File: src/rtl/id_ex_stage_pkg.sv
// Shared MIPS decode constants and helpers for the ID/EX stage.
package id_ex_stage_pkg;

    localparam int unsigned DEF_DATA_W = 32;
    localparam int unsigned DEF_ADDR_W = 5;

    localparam logic [5:0] OP_LW   = 6'b100011;
    localparam logic [5:0] OP_ANDI = 6'b001100;
    localparam logic [5:0] OP_ORI  = 6'b001101;
    localparam logic [5:0] OP_XORI = 6'b001110;
    localparam logic [5:0] OP_LUI  = 6'b001111;
    localparam logic [2:0] LOAD_CLASS = 3'b100;

    // Logical immediates and LUI take a zero-extended immediate.
    function automatic logic is_zero_ext(input logic [5:0] opcode);
        return (opcode == OP_ANDI) || (opcode == OP_ORI) ||
               (opcode == OP_XORI) || (opcode == OP_LUI);
    endfunction

    // Every opcode in the 100xxx group is a load.
    function automatic logic is_load(input logic [5:0] opcode);
        return opcode[5:3] == LOAD_CLASS;
    endfunction

endpackage

File: src/rtl/id_ex_stage_load_use_detector.sv
// Load-use hazard detection between the instruction in EX and the one in ID.
module load_use_detector #(
    parameter int unsigned ADDR_W = 5
) (
    input  logic              ex_valid,
    input  logic              ex_mem_read,
    input  logic [ADDR_W-1:0] ex_rt,
    input  logic [ADDR_W-1:0] read_addr1,
    input  logic [ADDR_W-1:0] read_addr2,
    input  logic              if_valid,
    output logic              hazard
);

    assign hazard = ex_valid & ex_mem_read & (ex_rt != '0) &
                    ((ex_rt == read_addr1) | (ex_rt == read_addr2)) & if_valid;

endmodule

File: src/rtl/id_ex_stage.sv
// ID/EX pipeline stage: register read addressing, write-back bypass,
// immediate extension, load-use stall and the ID/EX pipeline register.
module id_ex_stage
    import id_ex_stage_pkg::*;
#(
    parameter int unsigned DATA_W = DEF_DATA_W,
    parameter int unsigned ADDR_W = DEF_ADDR_W
) (
    input  logic              clk,
    input  logic              reset,
    input  logic              enable,
    input  logic              flush,
    input  logic              if_valid,
    input  logic [31:0]       if_instr,
    input  logic [DATA_W-1:0] if_pc,
    output logic [ADDR_W-1:0] read_addr1,
    output logic [ADDR_W-1:0] read_addr2,
    input  logic [DATA_W-1:0] read_data1,
    input  logic [DATA_W-1:0] read_data2,
    input  logic              wb_wr_enable,
    input  logic [ADDR_W-1:0] wb_addr,
    input  logic [DATA_W-1:0] wb_data,
    output logic              stall,
    output logic              ex_valid,
    output logic [DATA_W-1:0] ex_pc,
    output logic [DATA_W-1:0] ex_rs_data,
    output logic [DATA_W-1:0] ex_rt_data,
    output logic [DATA_W-1:0] ex_imm,
    output logic [ADDR_W-1:0] ex_rs,
    output logic [ADDR_W-1:0] ex_rt,
    output logic [ADDR_W-1:0] ex_rd,
    output logic [4:0]        ex_shamt,
    output logic [5:0]        ex_opcode,
    output logic [5:0]        ex_funct,
    output logic              ex_mem_read,
    output logic [31:0]       stall_count
);

    logic [5:0]        opcode;
    logic [DATA_W-1:0] operand1;
    logic [DATA_W-1:0] operand2;
    logic [DATA_W-1:0] imm_ext;
    logic              hazard;
    logic              bubble;

    assign opcode     = if_instr[31:26];
    assign read_addr1 = if_instr[25:21];
    assign read_addr2 = if_instr[20:16];

    // Bypass the same-cycle write-back; register $0 always reads as zero.
    always_comb begin
        operand1 = read_data1;
        operand2 = read_data2;
        if (read_addr1 == '0)
            operand1 = '0;
        else if (wb_wr_enable && (wb_addr == read_addr1))
            operand1 = wb_data;
        if (read_addr2 == '0)
            operand2 = '0;
        else if (wb_wr_enable && (wb_addr == read_addr2))
            operand2 = wb_data;
    end

    // Zero- or sign-extend the 16-bit immediate; the LUI shift is left to EX.
    always_comb begin
        imm_ext = '0;
        if (is_zero_ext(opcode))
            imm_ext = {{(DATA_W-16){1'b0}}, if_instr[15:0]};
        else
            imm_ext = {{(DATA_W-16){if_instr[15]}}, if_instr[15:0]};
    end

    load_use_detector #(
        .ADDR_W (ADDR_W)
    ) u_load_use_detector (
        .ex_valid    (ex_valid),
        .ex_mem_read (ex_mem_read),
        .ex_rt       (ex_rt),
        .read_addr1  (read_addr1),
        .read_addr2  (read_addr2),
        .if_valid    (if_valid),
        .hazard      (hazard)
    );

    // A taken branch/jump overrides the stall: the instruction is discarded anyway.
    assign stall  = enable & hazard & ~flush;
    assign bubble = flush | stall;

    // ID/EX pipeline register: hold when disabled, bubble on flush/stall, else capture.
    always_ff @(posedge clk or posedge reset) begin
        if (reset) begin
            ex_valid    <= 1'b0;
            ex_pc       <= '0;
            ex_rs_data  <= '0;
            ex_rt_data  <= '0;
            ex_imm      <= '0;
            ex_rs       <= '0;
            ex_rt       <= '0;
            ex_rd       <= '0;
            ex_shamt    <= '0;
            ex_opcode   <= '0;
            ex_funct    <= '0;
            ex_mem_read <= 1'b0;
        end else if (enable) begin
            if (bubble) begin
                ex_valid    <= 1'b0;
                ex_pc       <= '0;
                ex_rs_data  <= '0;
                ex_rt_data  <= '0;
                ex_imm      <= '0;
                ex_rs       <= '0;
                ex_rt       <= '0;
                ex_rd       <= '0;
                ex_shamt    <= '0;
                ex_opcode   <= '0;
                ex_funct    <= '0;
                ex_mem_read <= 1'b0;
            end else begin
                ex_valid    <= if_valid;
                ex_pc       <= if_pc;
                ex_rs_data  <= operand1;
                ex_rt_data  <= operand2;
                ex_imm      <= imm_ext;
                ex_rs       <= read_addr1;
                ex_rt       <= read_addr2;
                ex_rd       <= if_instr[15:11];
                ex_shamt    <= if_instr[10:6];
                ex_opcode   <= opcode;
                ex_funct    <= if_instr[5:0];
                ex_mem_read <= is_load(opcode);
            end
        end
    end

    // Count stalled cycles; stall already implies enable, so it holds while frozen.
    always_ff @(posedge clk or posedge reset) begin
        if (reset)
            stall_count <= '0;
        else if (stall)
            stall_count <= stall_count + 32'd1;
    end

endmodule
File: config.mk
export PLATFORM = sky130hd
export DESIGN_NAME = id_ex_stage
export DESIGN_NICKNAME = d
export VERILOG_FILES = /design/src/rtl/id_ex_stage_pkg.sv /design/src/rtl/id_ex_stage_load_use_detector.sv /design/src/rtl/id_ex_stage.sv
export SDC_FILE = /design/constraint.sdc
export NUM_CORES = 1
export LEC_CHECK = 0
export ABC_AREA = 0
export BUFFER_PORTS_ARGS = -buffer_cell sky130_fd_sc_hd__buf_2
export CORE_AREA = 4 4 142 144
export CTS_CLUSTER_SIZE = 20
export DETAILED_ROUTE_END_ITERATION = 8
export DIE_AREA = 0 0 146 148
export HOLD_SLACK_MARGIN = 0.08
export PLACE_DENSITY_LB_ADDON = 0.3
export SLEW_MARGIN = 10
export SYNTH_ARGS = -nofsm -noshare
export SYNTH_HDL_FRONTEND = slang
export SYNTH_SLANG_ARGS = --single-unit
File: constraint.sdc
create_clock -name clk -period 10.5 [get_ports clk]
set_input_delay 1.05 -clock clk [delete_from_list [all_inputs] [get_ports clk]]
set_output_delay 1.05 -clock clk [all_outputs]
set_load 0.02 [all_outputs]
# Word level (Yosys, flattened, before mapping)
# Cells that the tools add are included.
# totals
reg_bits	194
inputBits	171
output_inout_bits	205
word_cells	57
# classes
add_sub_neg	1
eq_ne	9
n_mux	17
n_bitwise	9
reduce_logical	8
# ops
operator	count
$mux W32	9
$add A32 B1 Y32 const B	1
$eq A6 B4 Y1 const B	4
$eq A5 B5 Y1	4
$mux W5	4
$mux W6	2
$logic_not A5 Y1	2
$and A1 B1 Y1	6
$reduce_bool A5 Y1	1
$eq A3 B3 Y1 const B	1
$logic_or A1 B1 Y1	3
$logic_and A1 B1 Y1	2
$mux W1	2
$or A1 B1 Y1	2
$not A1 Y1	1

# Longest topological paths before layout
# Gate-level depths: netlist (run 1).
# logic_depth
depth_word	8
mapped_depth	8
mapped_depth_nobuf	6

# By module
# From an unflattened synthesis (run 1), not the netlist that was laid out.
# hier_totals
cells_unflattened	860
area_unflattened_um2	8001.4
# modules_own_cells
module	n_inst	cells_per_inst	area_each_um2	seq_area_each_um2
id_ex_stage	1	843	7872.6	4078.9
load_use_detector	1	17	128.9	0.0

# Worst setup path before layout (run 1)
# OpenSTA, ideal clock, no wires.
# synth_path
path_kind	in2out
start	input port enable
end	output port stall
arrival_ns	2.230
required_ns	9.450
path_slack_ns	7.220
path_stages	5
path_buffers	1
cell_sequence	buf_4 -> nand2_1 -> a2111oi_4 -> nand2_4 -> nor2_1
# synth_via
elab_chain_len	2
# synth_lines
element	line	text
start: declaration	id_ex_stage.sv:11	input logic enable,
$and A1 B1 Y1 (2 in series)	id_ex_stage.sv:86	assign stall = enable & hazard & ~flush;
end: declaration	id_ex_stage.sv:23	output logic stall,
# Every way passes these cells.

# Worst setup path in the final report (run 1)
# Ends and elaborated chain as after synthesis.

==> results of run 1 <==
## through the flow
step	hold WS, ns	power (mW)	cells	utilization
after floorplan	0.578	0.883	788	-
after global placement	0.456	0.986	1315	0.515
after detailed placement	0.455	0.990	1315	0.515
after CTS	0.469	1.62	1347	0.546
after global routing	0.507	1.68	1350	0.547
final	0.467	1.61	1350	0.547
## per-layer routing
| layer | vias to the layer above | GRT usage |
|---|---|---|
| li1 | 3233 | - |
| met1 | 3147 | 0.279 |
| met2 | 255 | 0.352 |
| met3 | 37 | 0.0687 |
| met4 | 4 | 0.0767 |
| met5 | - | 0 |
## worst min path at each step
stage,endpoint,slack (ns)
2_1_floorplan,stall_count[31],0.58
3_3_place_gp,stall_count[31],0.46
3_5_place_dp,stall_count[31],0.45
4_1_cts,stall_count[31],0.47
5_1_grt,stall_count[11],0.51
6_report,stall_count[31],0.47
## state kept, by name (all words and copies together) (netlist names)
| name | flops |
|---|---|
| ex_pc | 32 |
| ex_rs_data | 32 |
| ex_rt_data | 32 |
| stall_count | 32 |
| ex_imm | 17 |
| ex_opcode | 6 |
| ex_rs | 5 |
| ex_rt | 5 |
| ex_mem_read | 1 |
| ex_valid | 1 |
## worst reg2reg max path: cells and delay by family, from the launching register on
kind	cells	cell delay, ns
compound gates	2	0.72
buf+inv	1	0.60
simple gates	3	0.56
flops	1	0.49
## synth_stat cells (4+ instances only)
cell type	instances	area, sq um
buf_2	22	110
buf_4	42	315
clkbuf_1	21	78.8
dfrtp_1	163	4080
inv_1	137	514
mux2i_1	64	641
nand2_1	81	304
nand3_1	12	60.1
nand4_1	4	25.0
nor2_1	13	48.8
nor3_1	12	60.1
nor4_2	5	62.6
o22ai_1	130	813
xnor2_1	15	131
xor2_1	36	315
## area by class of cell
cell class              instances  area [sq um]
fillers                      1737          8480
flip-flops and latches        163          4080
multi-input cells             401          2820
repair buffers                380          1920
inverters                     137           519
clock buffers                  20           447
well taps                     234           293
clock inverters                12           146
diodes                          3          7.51
## cell families after synthesis
logic type | count (synthesis) | share of synthesized area
compound gates | 135 | 0.111
xor+xnor | 51 | 0.0565
fa+ha+maj | 1 | 0.00158
buf+inv | 224 | 0.131
flops | 163 | 0.516
mux | 65 | 0.0824
simple gates | 149 | 0.102
## report_power, final
group	internal, mW	leakage [nW]	switching, mW	total, mW
Clock	0.362	0.280	0.269	0.631
Combinational	0.100	2.95	0.180	0.281
Sequential	0.669	2.14	0.0256	0.695
## cells in the final DEF, fill, tap and decap left out, drive strengths merged, types with 5 or more instances in the layout
master and instances:
buf 380, dfrtp 163, inv 141, o22ai 131
nand2 82, mux2i 64, xor2 36, clkbuf 20
xnor2 15, nor2 13, nand3 13, nor3 12
nor4 10, nand4 5
==> summary.md, run 1 <==
| Metric | Value |
|---|---|
| Status | complete, no violations |
| Die Span Y | 148 um |
| Post-route ant nets | 0 |
| Synthesized area per cell | 10.0 sq um |
| Worst hold stages | 1 |
| R2R Path Start | ex_rt[3] |
| Mapped Cells | 788 |
| Setup repair after global routing missed its margin | no |
| Fin area | 10,200 sq um |
| VDD IR max | 0.000121 V |
| Clk Tree Root Cell | clkbuf_16 |
| Startpoint Class | input pin |
| Fmax | 236 MHz |
| Leakage | 5.37 nW |
| Final Hold Viols | 0 |
| I/O pins | 376 |
| Syn Std Cell Area | 7910 sq um |
| NumNets Final | 1,272 |
| Levels on crit path | 6 |
| H-tree Lvls | 4 |
| Reg2Reg Setup Slack | 7.96 ns |
| Skew-Pair Late Insertion Delay | 0.42 ns |
| Area growth syn-to-layout | 29.3% |
| Post-DP HPWL | 17.7 mm |
| Clock Path Buffers | 2 |
| Largest net degree at the start of global routing | 107 |
| Relative slew slack | 0.264 |
| Vias | 6,676 |
| Die area | 21,600 sq um |
| CTS resizes | 0 |
| Hold buffer count at CTS | 0 |
| Critical path class | in2out |
| First DRT Iteration DRCs | 316 |
| Critical path destination | stall |
| Initial antenna violation count | 5 |
| Mapped Nets | 960 |
| Final WL | 24.4 mm |
| Worst setup EP type | output port |
| Setup Skew | 0.0116 ns |
| Crit Path Max Fanout | 106 |
| Cts bufs inserted | 17 |
| Worst path max stage delay | 0.52 ns |
| Std-Cell Rows | 50 |
| Global route overflow | 0 |
| Worst path top cell family by delay | simple AND/OR/NAND/NOR gates |
| Post-synth cell types | 37 |
| Register bit total from synthesis | 163 |
| Clock transition at path regs | 0.07 ns |
| Fraction of registers with async set or reset after synthesis | 1.00 |
| Post-DR wirelength/cell | 18.1 um |
| Core ar. | 18,700 sq um |
| Drt via density | 4.95 |
| Min-Delay Path Class | reg2reg |
| Number of post-CTS setup repair buffers | 0 |
| M1 WL | 10.2 mm |
| First-pass GRT wire length | 37.4 mm |
| Hold_sp | stall_count[31] |
| Tcrit/Tclk final | 0.404 |
| Clock sink total | 163 |
| Worst path buffer plus inverter count | 2 |
| Vias in the first global route | 6,586 |
| Post-synth EDFFs | 0 |
| Layout cell share with drive strength beyond 1 | 0.389 |
| Worst path cell trace | buf_6 > nand2_1 > a2111oi_4 > nand2_4 > nor2_1 > buf_2 |
| Critical Path AT | 3.19 ns |
| Pins Over Slew Limit | 0 |
| Setup WS pre-CTS | 6.27 ns |
| # DRC | 0 |
| Sequential share of the synthesized area | 0.516 |
| Tightest Pin Transition | 1.10 ns |
| CTS tree | yes |
| Initial Util | 0.423 |
| Synth warn | 0 |
| Critical Path RT | 9.45 ns |
| Total GRT Usage | 0.218 |
| CP Launch Point | enable |
| Max-cap check violation count | 0 |
| X dimension of the die | 146 um |
| Final min period | 4.24 ns |
| R2R depth | 6 |
| Wire length on met3 | 1.80 mm |
| First-pass iteration count of the detailed router | 4 |
| Cell Pwr Density | 157 nW/um^2 |
| DR top layer | met5 |
| Slowest CP cell | buf_6 |
| R2R Path End | ex_pc[3] |
| Placer Congestion | 0.811 |
| Number of port buffers | 375 |
| Setup-failing EPs final | 0 |
| Post-placement cell area | 9630 sq um |
| Setup TNS | 0 ns |
| WL met2 | 11.8 mm |
| Dominant synthesized flop cell | dfrtp_1 |
| Slack of the critical path | 6.26 ns |
Note: power is estimated with default switching activity, not from simulation.
==> inputs of run 2 (changes only) <==
--- a/config.mk
+++ b/config.mk
@@ -5,12 +5,12 @@
 export SDC_FILE = /design/constraint.sdc
 export NUM_CORES = 1
 export LEC_CHECK = 0
-export ABC_AREA = 0
+export ABC_AREA = 1
 export BUFFER_PORTS_ARGS = -buffer_cell sky130_fd_sc_hd__buf_2
-export CORE_AREA = 4 4 142 144
+export CORE_AREA = 4 4 133 167
 export CTS_CLUSTER_SIZE = 20
 export DETAILED_ROUTE_END_ITERATION = 8
-export DIE_AREA = 0 0 146 148
+export DIE_AREA = 0 0 137 171
 export HOLD_SLACK_MARGIN = 0.08
 export PLACE_DENSITY_LB_ADDON = 0.3
 export SLEW_MARGIN = 10
==> constraint.sdc (replaced) <==
create_clock -name clk -period 3.8 [get_ports clk]
set_input_delay 0.38 -clock clk [delete_from_list [all_inputs] [get_ports clk]]
set_output_delay 0.38 -clock clk [all_outputs]
set_load 0.02 [all_outputs]
==> run 2 against run 1 <==
- setup slack got worse by 5.3 ns
- combinational power rose to 3.1 times the previous value
- via count rose by 36%
- area after synthesis rose by 14%
- worst hold slack got worse by 0.26 ns
- synthesized cell count rose by 53%
- core utilization barely moved
- power rose to 2.8 times the previous value
- non-clock buffer count rose by 9
- global-route usage rose by 2.5 points
- first-iteration DRC count rose by 96%
- sequential power rose to 2.8 times the previous value
- critical path type is now reg2out
- largest cell class unchanged
==> summary.md, run 2 <==
| Metric | Value |
|---|---|
| Crit Path Max Fanout | 37 (-65%) |
| Top cell type's share of synthesized area | 0.453 (-0.0625) |
| Mapped Nets | 1,378 (+44%) |
| I/O pins | 376 (unchanged) |
| Flop pwr share | 0.421 (-0.011) |
| Worst setup EP type | output port |
| Status | complete, no violations |
| Fmax | 350 MHz |
| Placer Congestion | 0.909 (+12%) |
| Critical Path AT | 2.48 ns (-0.71 ns) |
| Std-Cell Rows | 59 (+18%) |
| Clk Tree Root Cell | clkbuf_16 |
| Leading area contributor after synthesis | dfrtp_1 |
| Worst path buffer plus inverter count | 3 (+1) |
| First-pass iteration count of the detailed router | 5 (+1) |
| Setup repair after global routing missed its margin | no |
| Global route overflow | 0 (unchanged) |
| First DRT Iteration DRCs | 618 (+96%) |
| Hold slack final | 0.208 ns (-0.259 ns) |
| Internal power | 3.12 mW (+180%) |
| Final Hold Viols | 0 (unchanged) |
| Core ar. | 20,700 sq um (+11%) |
| Tightest Pin Transition | 1.15 ns (+0.0407 ns) |
| CTS tree | yes |
| Relative slew slack | 0.236 (-0.0280) |
| Layout Utilization | 0.547 (about the same) |
| Tcrit/Tclk final | 0.752 |
| Final min period | 2.86 ns |
| Initial antenna violation count | 0 (-5) |
| Post-synth cell types | 33 (-11%) |
| Total power | 4.57 mW (+180%) |
| Register bit total from synthesis | 163 (unchanged) |
| Worst path max stage delay | 0.43 ns (-0.09 ns) |
| Clk pwr share | 0.387 (-0.006) |
| Slowest CP cell | dfrtp_1 |
| H-tree Lvls | 4 (unchanged) |
| Synthesized area per cell | 7.47 sq um (-26%) |
| Final WL | 29.5 mm (+21%) |
| Startpoint Class | flop |
| NumNets Final | 1,676 (+32%) |
| First-pass GRT wire length | 45.0 mm (+20%) |
| Synth area leaders | dfrtp_1 45%, nand2_1 16%, inv_1 6.2% |
| Max-cap check violation count | 0 (unchanged) |
| Drt via density | 5.08 (+2.7%) |
| Mapped Cells | 1,206 (+53%) |
| Largest net degree at the start of global routing | 164 (+53%) |
| # fillers | 2,020 (+16%) |
| Die area | 23,400 sq um (+8.4%) |
| VDD IR max | 0.000297 V (+150%) |
| Layout cell share with drive strength beyond 1 | 0.310 (-0.0792) |
| Area of the multi-input gates | 3690 sq um (+31%) |
| Most frequent cells in the layout | 379 x nand2_1, 375 x buf_2, 163 x dfrtp_1, 148 x inv_1, 84 x o21ai_1 |
| Worst path cell trace | inv_1 > nand2_1 > nand2_1 > nor2_1 > nand3_1 > nand2_2 > nand3_4 > clkinv_2 > buf_2 |
| Cts bufs inserted | 17 (unchanged) |
| Most frequent cell after synthesis | nand2_1 |
| # DRC | 0 (unchanged) |
| Leakage | 6.29 nW (+17%) |
| Skew-Pair Late Insertion Delay | 0.43 ns (about the same) |
| X dimension of the die | 137 um (-6.2%) |
| Worst path top cell family by delay | simple AND/OR/NAND/NOR gates |
| Top cell by count, worst path | nand2_1 |
| Sequential share of the synthesized area | 0.453 (-0.0625) |
| Number of post-CTS setup repair buffers | 0 (unchanged) |
| Setup TNS | 0 ns (unchanged) |
| Clock transition at path regs | 0.07 ns (about the same) |
| Reg area | 4080 sq um (unchanged) |
| Die Span Y | 171 um (+16%) |
| Vias in the first global route | 8,666 (+32%) |
| Initial Util | 0.436 (+0.0127) |
| Number of port buffers | 375 (unchanged) |
| Area growth syn-to-layout | 25.6% |
| Dominant synthesized flop cell | dfrtp_1 |
| Setup WS pre-CTS | 1.30 ns (-4.97 ns) |
| Synth warn | 0 (unchanged) |
| Antenna fix cells | 0 (-3) |
| CTS resizes | 0 (unchanged) |
| Post-route ant nets | 0 (unchanged) |
| Hold buffer count at CTS | 0 (unchanged) |
| Setup Skew | 0.0161 ns (+0.00447 ns) |
| Net Sw Power | 1.45 mW (+200%) |
| Total GRT Usage | 0.243 (+0.0245) |
| Slack of the critical path | 0.941 ns (-5.32 ns) |
| Clock Path Buffers | 2 (unchanged) |
| Critical path class | reg2out |
| Critical Path RT | 3.42 ns (-6.03 ns) |
| Post-DR wirelength/cell | 16.4 um (-9.0%) |
| Min-Delay Path Class | in2reg |
| Fraction of registers with async set or reset after synthesis | 1.00 (unchanged) |
| Most instantiated cells after synthesis | 379 x nand2_1, 163 x dfrtp_1, 149 x inv_1 |
| Commonest non-fill, non-tap cell in the layout | nand2_1 |
| Switching portion of total power | 0.317 (+0.0208) |
| Post-DP HPWL | 21.1 mm (+19%) |
| Clock sink total | 163 (unchanged) |
| Combinational share of power | 0.192 (+0.017) |
| Vias | 9,095 (+36%) |
| Syn Std Cell Area | 9000 sq um (+14%) |
| Setup-failing EPs final | 0 (unchanged) |
| Pins Over Slew Limit | 0 (unchanged) |
| Post-synth EDFFs | 0 (unchanged) |
| Cell Pwr Density | 404 nW/um^2 (+160%) |
## run 2: per-stage QoR
step / cells / area (sq um)
final: 1791 / 11300
after detailed placement: 1759 / 10700
after global routing: 1791 / 11300
after global placement: 1759 / 10700
after CTS: 1791 / 11300
after floorplan: 1206 / 9010
## run 2: path summary, 6_finish.rpt
path                            slack, ns  depth (start not counted)    startpoint       endpoint
worst max register to register       1.56                         10      ex_rt[3]  ex_rt_data[2]
worst min register to register       0.48                          2  ex_opcode[5]   ex_opcode[5]
min in group asynchronous            0.23                          3         reset  ex_rt_data[0]
max in group asynchronous            2.95                          3         reset   ex_opcode[3]
worst min-delay path                 0.21                          3      if_pc[7]       ex_pc[7]
worst max-delay path                 0.94                          9      ex_rt[3]          stall
## run 2: cell families (layout without fill, tap and decap cells)
| family | count (synthesis) | count (layout) | synth area share |
|---|---|---|---|
| AO/OA/AOI/OAI | 164 | 164 | 0.108 |
| XOR/XNOR | 3 | 3 | 0.00292 |
| flip-flops | 163 | 163 | 0.453 |
| buffers and inverters | 265 | 576 | 0.139 |
| AND/OR/NAND/NOR | 610 | 610 | 0.296 |
| adder cells (fa/ha/maj) | 1 | 1 | 0.00139 |
## run 2: cell type report
class / count / area share
Clock inverter: 14 / 0.0153
Clock buffer: 18 / 0.0380
Inverter: 155 / 0.0521
Timing Repair Buffer: 389 / 0.178
Multi-Input combinational cell: 778 / 0.326
Sequential cell: 163 / 0.361
Tap cell: 274 / 0.0303
## run 2: power by group through the flow
stage | combinational, mW | sequential, mW | clock, mW
after floorplan | 0.427 | 2.09 | 0
final | 0.876 | 1.92 | 1.77
after CTS | 0.884 | 1.92 | 1.81
after global placement | 0.875 | 1.95 | 0
after global routing | 0.956 | 1.93 | 1.89
after detailed placement | 0.883 | 1.95 | 0
## run 2: metal layers
metal	wire length (um)	up-vias	global-route usage
met1	11600	4188	0.296
met3	2570	49	0.0553
li1	-	4413	-
met5	0	-	0
met4	697	0	0.0820
met2	14600	445	0.421
## run 2: worst reg2reg max path, stage by stage, from the launching register on
cell	delay, ns
dfrtp_1	0.43
inv_1	0.12
nand2_1	0.07
nand2_1	0.04
nor2_1	0.10
nand3_1	0.11
nand2_2	0.16
nand2_2	0.11
nand2_4	0.30
buf_4	0.49
o21ai_1	0.17
